`config.mk`:
```
export PLATFORM = sky130hd
export DESIGN_NAME = gpio_irq
export DESIGN_NICKNAME = d
export VERILOG_FILES = /design/src/rtl/gpio_irq.sv
export SDC_FILE = /design/constraint.sdc
export NUM_CORES = 1
export LEC_CHECK = 0
export CAP_MARGIN = 0
export CELL_PAD_IN_SITES_DETAIL_PLACEMENT = 1
export CELL_PAD_IN_SITES_GLOBAL_PLACEMENT = 1
export CORE_ASPECT_RATIO = 1.5
export CORE_UTILIZATION = 21
export DETAILED_ROUTE_END_ITERATION = 16
export PLACE_DENSITY_LB_ADDON = 0.12
export SLEW_MARGIN = 20
export SYNTH_ARGS = -nofsm -noshare
export SYNTH_HDL_FRONTEND = slang
export SYNTH_SLANG_ARGS = --single-unit
```
`constraint.sdc`:
```
create_clock -name clk_i -period 1.6 [get_ports clk_i]
set_input_delay 0.32 -clock clk_i [delete_from_list [all_inputs] [get_ports clk_i]]
set_output_delay 0.32 -clock clk_i [all_outputs]
set_load 0.02 [all_outputs]
```
`src/rtl/gpio_irq.sv`:
```
// Wishbone-classic GPIO slave: byte-enabled output register with atomic set/clear,
// synchronised inputs and per-pin rising/falling edge interrupts with W1C status.
module gpio_irq #(
  parameter int GPOCNT      = 1,
  parameter int GPICNT      = 1,
  parameter int SYNC_STAGES = 2
) (
  input  logic              clk_i,
  input  logic              rst_i,
  input  logic              cyc_i,
  input  logic              stb_i,
  input  logic              we_i,
  input  logic [2:0]        adr_i,
  input  logic [3:0]        be_i,
  input  logic [31:0]       dat_i,
  output logic [31:0]       dat_o,
  output logic              ack_o,
  input  logic [GPICNT-1:0] gpi_i,
  output logic [GPOCNT-1:0] gpo_o,
  output logic              irq_o
);

  localparam logic [2:0] PRIME_END = 3'(SYNC_STAGES + 1);

  logic              req, wr;
  logic [31:0]       mask, wdat, rdata;
  logic [31:0]       gpo32, gpi32, ien32, rise32, fall32, stat32;
  logic [31:0]       gpo_n, ien_n, rise_n, fall_n, stat_n, clr32, evt32;
  logic [GPOCNT-1:0] gpo;
  logic [GPICNT-1:0] ien, rise, fall, stat;
  logic [GPICNT-1:0] sync_q [SYNC_STAGES];
  logic [GPICNT-1:0] gpi_s, gpi_q, evt;
  logic [2:0]        prime_cnt;
  logic              primed;
  logic              unused_ok;

  assign req    = cyc_i & stb_i & ~ack_o;
  assign wr     = req & we_i;
  assign gpi_s  = sync_q[SYNC_STAGES-1];
  assign primed = (prime_cnt == PRIME_END);
  assign gpo_o  = gpo;
  assign evt    = primed ? ((rise & gpi_s & ~gpi_q) | (fall & ~gpi_s & gpi_q)) : '0;

  // Registers are zero-extended to the 32-bit bus so unimplemented bits read 0
  // and the upper bits of every merged write value are simply dropped.
  always_comb begin
    for (int unsigned i = 0; i < 4; i++) mask[8*i +: 8] = {8{be_i[i]}};
    wdat   = dat_i & mask;
    gpo32  = '0; gpo32[GPOCNT-1:0]  = gpo;
    gpi32  = '0; gpi32[GPICNT-1:0]  = gpi_s;
    ien32  = '0; ien32[GPICNT-1:0]  = ien;
    rise32 = '0; rise32[GPICNT-1:0] = rise;
    fall32 = '0; fall32[GPICNT-1:0] = fall;
    stat32 = '0; stat32[GPICNT-1:0] = stat;
    evt32  = '0; evt32[GPICNT-1:0]  = evt;
  end

  always_comb begin
    gpo_n  = gpo32;
    ien_n  = ien32;
    rise_n = rise32;
    fall_n = fall32;
    clr32  = '0;
    if (wr) begin
      case (adr_i)
        3'd0:    gpo_n  = (gpo32 & ~mask) | wdat;
        3'd2:    ien_n  = (ien32 & ~mask) | wdat;
        3'd3:    rise_n = (rise32 & ~mask) | wdat;
        3'd4:    fall_n = (fall32 & ~mask) | wdat;
        3'd5:    clr32  = wdat;
        3'd6:    gpo_n  = gpo32 | wdat;
        3'd7:    gpo_n  = gpo32 & ~wdat;
        default: ;
      endcase
    end
    // A fresh event overrides a simultaneous clear of the same bit.
    stat_n = (stat32 & ~clr32) | evt32;
  end

  always_comb begin
    rdata = '0;
    case (adr_i)
      3'd0:    rdata = gpo32;
      3'd1:    rdata = gpi32;
      3'd2:    rdata = ien32;
      3'd3:    rdata = rise32;
      3'd4:    rdata = fall32;
      3'd5:    rdata = stat32;
      default: rdata = '0;
    endcase
  end

  assign unused_ok = ^{gpo_n, ien_n, rise_n, fall_n, stat_n};

  always_ff @(posedge clk_i or posedge rst_i) begin
    if (rst_i) begin
      ack_o     <= 1'b0;
      dat_o     <= '0;
      irq_o     <= 1'b0;
      gpo       <= '0;
      ien       <= '0;
      rise      <= '0;
      fall      <= '0;
      stat      <= '0;
      gpi_q     <= '0;
      prime_cnt <= '0;
      for (int unsigned i = 0; i < SYNC_STAGES; i++) sync_q[i] <= '0;
    end else begin
      ack_o <= req;
      dat_o <= (req & ~we_i) ? rdata : '0;
      irq_o <= |(stat & ien);
      gpo   <= gpo_n[GPOCNT-1:0];
      ien   <= ien_n[GPICNT-1:0];
      rise  <= rise_n[GPICNT-1:0];
      fall  <= fall_n[GPICNT-1:0];
      stat  <= stat_n[GPICNT-1:0];
      gpi_q <= gpi_s;
      if (!primed) prime_cnt <= prime_cnt + 3'd1;
      sync_q[0] <= gpi_i;
      for (int unsigned i = 1; i < SYNC_STAGES; i++) sync_q[i] <= sync_q[i-1];
    end
  end

endmodule

```
==> metrics <==
first-pass GRT wire length 3187 µm; fraction of layout cells with a size suffix above 1 0.1736; hpwl dp 1477 µm; number of fill cells in the layout 480; critical path depth 1; Hold Fails Final Rpt 0; P_int 0.7041 mW; gpl congestion 0.7123; final period utilization 0.9621; commonest cells after routing, fill and taps aside conb_1, dfrtp_1, clkdlybuf4s50_1, buf_4, nand2_1; Slowest Stage Delay on Critical Path 0.61 ns; crit-path max FO 3; Netlist cell types 26; H-tree Lvls 1; Hold Crit Class reg -> reg; final WL 1881 µm; sequential share of power 0.395; normalized max-slew margin 0.6461; Die ar. 0.004592 mm²; Setup CP Type reg -> out; total vias in the final route 624; register area share after synthesis 0.3862; r2r setup slk 0.18 ns; Via density 3.759; Final setup viols 0; Yosys warning total 0; Top Ports 80; Critical Path AT 1.22 ns; sequential cell area 350.3 µm²; WL/cell 11.33 µm; Slew @ Worst Pin 0.5302 ns; Multi-input gate area 420.4 µm²; final layout net count 169; CP startpoint ack_o; Final Cell Area 0.001124 mm²; critical path's top delay family buffers and inverters; Clock Tree Buf Depth 2; Synth top area share 0.3862; RSZ-0062 raised after global routing no; CTS tree yes; CP max-delay cell clkdlybuf4s50_1; worst reg2reg path depth 4; Mapped Area 907.1 µm²; Avg Synthesized Cell Area 9.650 µm²; ant diodes 0; end of the critical path ack_o; max-cap violation count 0; CTS Root Cell clkbuf_8; Gate power share 0.254; GRT Total Usage 0.09264; flops & latches, synth 14; Sw Share 0.3005; FP Rows 28; Pwr Density 895.8 mW/mm²; commonest non-fill, non-tap cell in the layout conb_1; initial antenna violation count 0; crit path buf inv count 1; Synth area leaders dfrtp_1, buf_4, mux2_1; clock latency on the worst-skew pair 0.25 ns; clock skew 0.001721 ns; CP Cell Sequence clkdlybuf4s50_1; die width 55.67 µm; min Tclk post-route 1.539 ns; clock sink total 14; crit start category flip-flop; CORE AREA 0.004029 mm²; initial core utilization 0.2252; clock network power share 0.351; Die H 82.50 µm; DRC 0; final core occ 0.2789; area leader, netlist dfrtp_1; CP required 1.28 ns; antenna-violating nets left 0; number of synthesized flops with an enable pin 0; hold_sp sync_q[1]; Reg clk slew, reported paths 0.06 ns; Max VDD drop 0.0003107 V; ys flop type dfrtp_1; Max Freq 649.6 MHz; cell count after synthesis 94; grt ovf 0; placed instance area 0.001054 mm²; Num CTS Buffers 3; vias in the first global route 664; largest net degree at the start of global routing 15; fin. max-slew vios 0; RR Startpoint ack_o; area grow syn2layout 23.86%; NetSw 0.3024 mW; Pleak 0.5427 nW; Detailed Routing Iterations Pass 1 4; status complete, no violations; Post-synth ARST share 1.000; I/O Buffers 14; critical path endpoint category primary output; Initial DRC Count 10
[how the worst min path moves through the flow]
stage                     cells past startpoint  slack (ns)        end
after floorplan                               1        0.21  async pin
after CTS                                     0        0.35      gpi_s
after global placement                        0        0.33      gpi_s
final                                         0        0.35      gpi_s
after global routing                          0        0.37      gpi_s
after detailed placement                      0        0.34      gpi_s
[routing by layer]
metal | routed length [µm] | share of wire | GRT usage
met1 | 724 | 0.38 | 0.09665
met2 | 1018 | 0.54 | 0.1687
met4 | 54 | 0.029 | 0.06000
met3 | 83 | 0.044 | 0.02025
met5 | 0 | 0 | 0
[worst register-to-register path, delay by kind of cell, from the launching register on]
family,cells,cell delay (ns)
and+or+nand+nor,3,0.61
DFF,1,0.39
muxes,1,0.31
[synthesized netlist by cell type (2+ instances only)]
cell	instances
a21oi_1	3
a31oi_1	2
a211oi_1	2
nand3_1	2
buf_4	32
nor2_1	5
dfrtp_1	14
mux2i_1	3
nand2_1	6
o21ai_0	3
mux2_1	3
nand3b_1	2
ha_1	2
inv_1	3
[stage by stage]
| stage | std cells | setup WS, ns | setup TNS (ns) | power [mW] | hold WS, ns |
|---|---|---|---|---|---|
| 3_3_place_gp | 161 | -0.1954 | -0.6806 | 0.6540 | 0.3331 |
| 6_report | 166 | 0.06066 | 0 | 1.007 | 0.3500 |
| 3_5_place_dp | 161 | -0.2123 | -0.7458 | 0.6563 | 0.3404 |
| 4_1_cts | 165 | 0.02290 | 0 | 1.016 | 0.3546 |
| 2_1_floorplan | 124 | 0.1779 | 0 | 0.6075 | 0.2092 |
| 5_1_grt | 166 | 0.002750 | 0 | 1.062 | 0.3702 |
[cells by family after synthesis]
logic type,after synthesis,share of synthesized area
buffers and inverters,36,0.2828
and+or+nand+nor,22,0.1352
DFF,14,0.3862
AOI/OAI and AO/OA,11,0.07171
muxes,7,0.08276
adders and majority gates,2,0.02758
other,1,0.004134
xor gates and xnor gates,1,0.009657
[cell type report]
| class | count | share of cell area |
|---|---|---|
| timing repair buffer | 26 | 0.2049 |
| multi-input combinational | 74 | 0.3742 |
| sequential | 14 | 0.3118 |
| clock buffer | 4 | 0.04900 |
| tap | 45 | 0.05011 |
| inverter | 3 | 0.01002 |
[timing repair]
action,CTS,global route
endpoints found under the setup margin,1,3
setup buffers,0,1
resized for setup,1,2
hold buffers,0,0
[power by group through the flow]
stage / clock [mW] / combinational [mW] / sequential (mW)
2_1_floorplan: 0 / 0.186 / 0.422
3_3_place_gp: 0 / 0.250 / 0.404
3_5_place_dp: 0 / 0.251 / 0.405
4_1_cts: 0.365 / 0.253 / 0.398
5_1_grt: 0.375 / 0.283 / 0.404
6_report: 0.353 / 0.256 / 0.398
Note: power is estimated with default switching activity, not from simulation.
